File: config.mk
export PLATFORM = sky130hd
export DESIGN_NAME = mac_accum_ctrl
export DESIGN_NICKNAME = d
export VERILOG_FILES = /design/src/rtl/mac_pkg.sv /design/src/rtl/mac_dot4.sv /design/src/rtl/mac_accum_ctrl.sv
export SDC_FILE = /design/constraint.sdc
export NUM_CORES = 1
export LEC_CHECK = 0
export ABC_AREA = 1
export BUFFER_PORTS_ARGS = -buffer_cell sky130_fd_sc_hd__buf_2
export CAP_MARGIN = 15
export CORE_ASPECT_RATIO = 1.5
export CORE_MARGIN = 2
export CORE_UTILIZATION = 27
export CTS_CLUSTER_SIZE = 24
export DETAILED_ROUTE_END_ITERATION = 6
export PLACE_DENSITY_LB_ADDON = 0.3
export SKIP_LAST_GASP = 1
export SLEW_MARGIN = 20
export SYNTH_ARGS = -nofsm -noshare
export SYNTH_HDL_FRONTEND = slang
export SYNTH_SLANG_ARGS = --single-unit
File: constraint.sdc
create_clock -name clk -period 5.5 [get_ports clk]
set_input_delay 0.55 -clock clk [delete_from_list [all_inputs] [get_ports clk]]
set_output_delay 0.55 -clock clk [all_outputs]
set_load 0.005 [all_outputs]
File: src/rtl/mac_pkg.sv
// Shared definitions for the MAC accumulation datapath: lane count, default widths
// and the accumulator controller state encoding.
package mac_pkg;

    localparam int unsigned LANES       = 4;
    localparam int unsigned DEF_BW      = 4;
    localparam int unsigned DEF_PSUM_BW = 16;

    typedef enum logic {
        ACC  = 1'b0,
        DONE = 1'b1
    } state_t;

endpackage

File: src/rtl/mac_dot4.sv
// Combinational 4-lane dot product: unsigned x lanes times signed w lanes,
// each product sign-extended and summed modulo 2^psum_bw.
module mac_dot4
    import mac_pkg::*;
#(
    parameter int bw      = DEF_BW,
    parameter int psum_bw = DEF_PSUM_BW
) (
    input  logic [LANES*bw-1:0]      x_vec,
    input  logic [LANES*bw-1:0]      w_vec,
    output logic signed [psum_bw-1:0] dot
);

    logic signed [2*bw:0] xe;
    logic signed [2*bw:0] we;
    logic signed [2*bw:0] prod;

    always_comb begin
        dot  = '0;
        xe   = '0;
        we   = '0;
        prod = '0;
        for (int unsigned i = 0; i < LANES; i++) begin
            // x is zero-extended through a sign bit of 0; w keeps its own sign
            xe   = (2*bw+1)'($signed({1'b0, x_vec[i*bw +: bw]}));
            we   = (2*bw+1)'($signed(w_vec[i*bw +: bw]));
            prod = xe * we;
            dot  = dot + psum_bw'(prod);
        end
    end

endmodule

File: src/rtl/mac_accum_ctrl.sv
// Receive side of the 4-lane MAC stream: accumulates per-tuple dot products into a
// psum and hands one result per frame to the writeback port over valid/ready.
module mac_accum_ctrl
    import mac_pkg::*;
#(
    parameter int bw      = DEF_BW,
    parameter int psum_bw = DEF_PSUM_BW,
    parameter int max_len = 16
) (
    input  logic                           clk,
    input  logic                           reset,
    input  logic                           in_valid,
    output logic                           in_ready,
    input  logic [LANES*bw-1:0]            x_vec,
    input  logic [LANES*bw-1:0]            w_vec,
    input  logic                           in_last,
    output logic                           out_valid,
    input  logic                           out_ready,
    output logic [psum_bw-1:0]             out_psum,
    output logic [$clog2(max_len+1)-1:0]   out_len
);

    localparam int len_bw = $clog2(max_len+1);

    state_t                    state;
    state_t                    state_nxt;
    logic [psum_bw-1:0]        acc;
    logic [len_bw-1:0]         cnt;
    logic [len_bw-1:0]         cnt_nxt;
    logic signed [psum_bw-1:0] dot;
    logic [psum_bw-1:0]        sum;
    logic                      accept;
    logic                      close;

    mac_dot4 #(
        .bw      (bw),
        .psum_bw (psum_bw)
    ) u_dot4 (
        .x_vec (x_vec),
        .w_vec (w_vec),
        .dot   (dot)
    );

    assign accept  = in_valid & in_ready;
    assign cnt_nxt = cnt + len_bw'(1);
    assign sum     = acc + $unsigned(dot);
    assign close   = accept & (in_last | (cnt_nxt == len_bw'(max_len)));

    always_ff @(posedge clk or posedge reset) begin
        if (reset) state <= ACC;
        else       state <= state_nxt;
    end

    always_comb begin
        state_nxt = state;
        case (state)
            ACC:     if (close)     state_nxt = DONE;
            DONE:    if (out_ready) state_nxt = ACC;
            default:                state_nxt = ACC;
        endcase
    end

    always_comb begin
        in_ready = (state == ACC);
    end

    // accept only happens in ACC, so the drain branch can never collide with a close
    always_ff @(posedge clk or posedge reset) begin
        if (reset) begin
            acc       <= '0;
            cnt       <= '0;
            out_valid <= 1'b0;
            out_psum  <= '0;
            out_len   <= '0;
        end else if (accept) begin
            if (close) begin
                out_psum  <= sum;
                out_len   <= cnt_nxt;
                out_valid <= 1'b1;
                acc       <= '0;
                cnt       <= '0;
            end else begin
                acc <= sum;
                cnt <= cnt_nxt;
            end
        end else if (out_valid && out_ready) begin
            out_valid <= 1'b0;
        end
    end

endmodule

==> summary.md <==
| Metric | Value |
|---|---|
| Sequential share of the synthesized area | `0.193` |
| GRT Util Overall | `0.131` |
| ANT cells | `0` |
| Area grow syn2layout | `31.9%` |
| DRT Pass-1 Iters | `4` |
| Final worst path period share | `1.31` |
| Root Buffer | `clkbuf_16` |
| Post-synthesis cell type count | `31` |
| Status | `finished, violations left` |
| Hold_buf cts | `0` |
| Core box area | `20900 um^2` |
| Row count | `65` |
| Initial Util | `0.272` |
| Slew Limit Fails | `0` |
| Unrepaired setup endpoints after global routing | `yes` |
| Htree depth | `2` |
| Synth Cell Area | `5690 um^2` |
| Setup CP Type | `input pin to flop` |
| Place WS | `-2.05 ns` |
| Avg Cell Area, Syn | `8.26 um^2` |
| Post-DR wirelength/cell | `12.4 um` |
| Fin nets | `1008` |
| Antenna-violating nets left | `0` |
| Placer Congestion | `0.842` |
| Vias in the first global route | `5023` |
| Routed vias | `4634` |
| CTS tree | `yes` |
| Critical path's slowest cell | `fa_2` |
| Worst skew pair latency | `0.29 ns` |
| Post-layout minimum cycle time | `7.19 ns` |
| Die width | `123 um` |
| Total CTS buffers | `5` |
| Synthesis-stage register bit count | `44` |
| Grt ovf | `0` |
| Yosys warning total | `0` |
| DRC Markers | `0` |
| Die Y | `182 um` |
| Max_slew headroom | `0.428` |
| Die Area | `22300 um^2` |
| Initial antenna violation count | `0` |
| Post-synth top flop | `dfrtp_1` |
| R2R Setup Slk | `1.49 ns` |
| Vias per cell | `4.27` |
| Net count after synthesis | `881` |
| Hpwl dp | `11400 um` |
| Max-Cap Viols | `0` |
| Global-route wire length before repair | `23500 um` |
| Setup Skew | `0.00434 ns` |
| CP Max Fanout | `4` |
| CTS sink cnt | `44` |
| Reg clk slew, reported paths | `0.06 ns` |
| Worst r2r path cells | `16` |
| CP Capture Type | `flop` |
| Final wirelength | `13500 um` |
| First DRT Iteration DRCs | `124` |
| Min setup slack post-route | `-1.69 ns` |
| Reg-to-reg startpoint | `acc[3]` |
| Clk buf depth | `2` |
| I/O Buffers | `59` |
| Post-synth EDFFs | `0` |
| Max Clk Rate | `139 MHz` |
| Synth Instances | `689` |
| Most frequent cell on the critical path | `fa_1` |
| Final setup viols | `24` |
| CP arrival | `7.37 ns` |
| Max incr delay on CP | `0.61 ns` |
| Slew @ Worst Pin | `0.855 ns` |
| Post-synthesis async set-or-reset flop share | `1.00` |
| I/O Pins | `60` |
| Startpoint Class | `input pin` |
| Share of layout cells above drive strength 1 | `0.300` |
| Hold Crit Class | `input pin to async pin` |
| Hold Violations, Final | `0` |
| Failing checks | `negative setup slack` |
| Worst path required time | `5.68 ns` |
| FF-to-FF End | `out_psum[15]` |
| Largest net degree at the start of global routing | `45` |
per-layer routing:
layer | vias to the layer above | GRT usage | part of all wire
li1 | 2332 | - | -
met1 | 2209 | 0.150 | 0.40
met2 | 70 | 0.248 | 0.55
met3 | 23 | 0.0119 | 0.025
met4 | 0 | 0.0428 | 0.028
met5 | - | 0 | 0
worst max-delay path: cells and delay by family:
family / cells / cell delay [ns]
AOI/OAI and AO/OA: 3 / 0.40
xor gates and xnor gates: 2 / 0.33
adders and majority gates: 13 / 4.88
buffers and inverters: 8 / 0.49
and+or+nand+nor: 8 / 0.72
state kept, by name, indices dropped and copies added, names as in the netlist:
name	count
acc	16
out_psum	16
cnt	5
out_len	5
out_valid	1
state	1
how the worst max path moves through the flow:
| stage | startpoint | to | slack, ns | cells after the start |
|---|---|---|---|---|
| after floorplan | w_vec[3] | acc[15] | -1.49 | 30 |
| after global placement | w_vec[11] | out_psum[9] | -2.03 | 30 |
| after detailed placement | w_vec[11] | out_psum[9] | -2.05 | 30 |
| after CTS | w_vec[7] | acc[12] | -1.65 | 35 |
| after global routing | x_vec[0] | acc[12] | -2.02 | 34 |
| final | x_vec[0] | acc[12] | -1.69 | 34 |
cell usage in the layout (no fill, tap or decap), drive strengths merged:
cell type and count:
nor2 35, nor3 1, xor2 12, o21ai 30, fa 66, buf 127
nand3 15, dfrtp 44, clkinv 2, clkinvlp 2, xnor2 12, nand2 193
a21o 1, o21bai 1, ha 89, clkbuf 5, o22ai 2, nor2b 1
a21oi 17, nand4 1, a31oi 1, inv 153, or2 6
synthesized netlist by cell type, types with 2 or more instances:
cell type / count / area (um^2)
nand2_1: 191 / 717
inv_1: 152 / 571
ha_1: 89 / 1110
fa_1: 66 / 1320
dfrtp_1: 44 / 1100
nor2_1: 35 / 131
o21ai_0: 18 / 90.1
a21oi_1: 17 / 85.1
nand3_1: 14 / 70.1
xnor2_1: 12 / 105
xor2_1: 12 / 105
o21ai_2: 7 / 61.3
o21ai_1: 5 / 25.0
or2_2: 5 / 31.3
buf_6: 4 / 45.0
inv_2: 2 / 7.51
o22ai_1: 2 / 12.5
through the flow:
step           setup TNS (ns)  hold slack, ns  instances   util  area (um^2)
4_1_cts                -35.56           0.427       1080  0.351         7340
5_1_grt                -43.40           0.432       1084  0.359         7510
6_report               -36.83           0.374       1084  0.359         7510
2_1_floorplan          -32.32           0.455        689      -         5860
3_5_place_dp           -45.43           0.461       1072  0.330         6910
3_3_place_gp           -45.17           0.455       1072  0.330         6910
cells by family (layout without fill, tap and decap cells):
kind of cell | Yosys count | after routing | synth area share
AND/OR/NAND/NOR | 252 | 252 | 0.177
flip-flops | 44 | 44 | 0.193
AO/OA/AOI/OAI | 52 | 52 | 0.0519
XOR/XNOR | 24 | 24 | 0.0369
adder cells (fa/ha/maj) | 155 | 155 | 0.428
buffers and inverters | 162 | 289 | 0.113
area by class of cell:
cell class | count | area [um^2]
Tap cell | 268 | 335
Clock buffer | 5 | 125
Fill cell | 2166 | 13400
Sequential cell | 44 | 1100
Multi-Input combinational cell | 483 | 4490
Clock inverter | 2 | 12.5
Timing Repair Buffer | 127 | 858
Inverter | 155 | 589
repair_timing:
action	CTS	global route
pin swaps	34	34
setup endpoints to repair	26	26
gates resized for setup	55	34
setup buffers	1	4
endpoints found under the hold margin	0	0
Power is not shown: default switching activity piles up to over one toggle a cycle in this logic, so the estimate is an artifact.
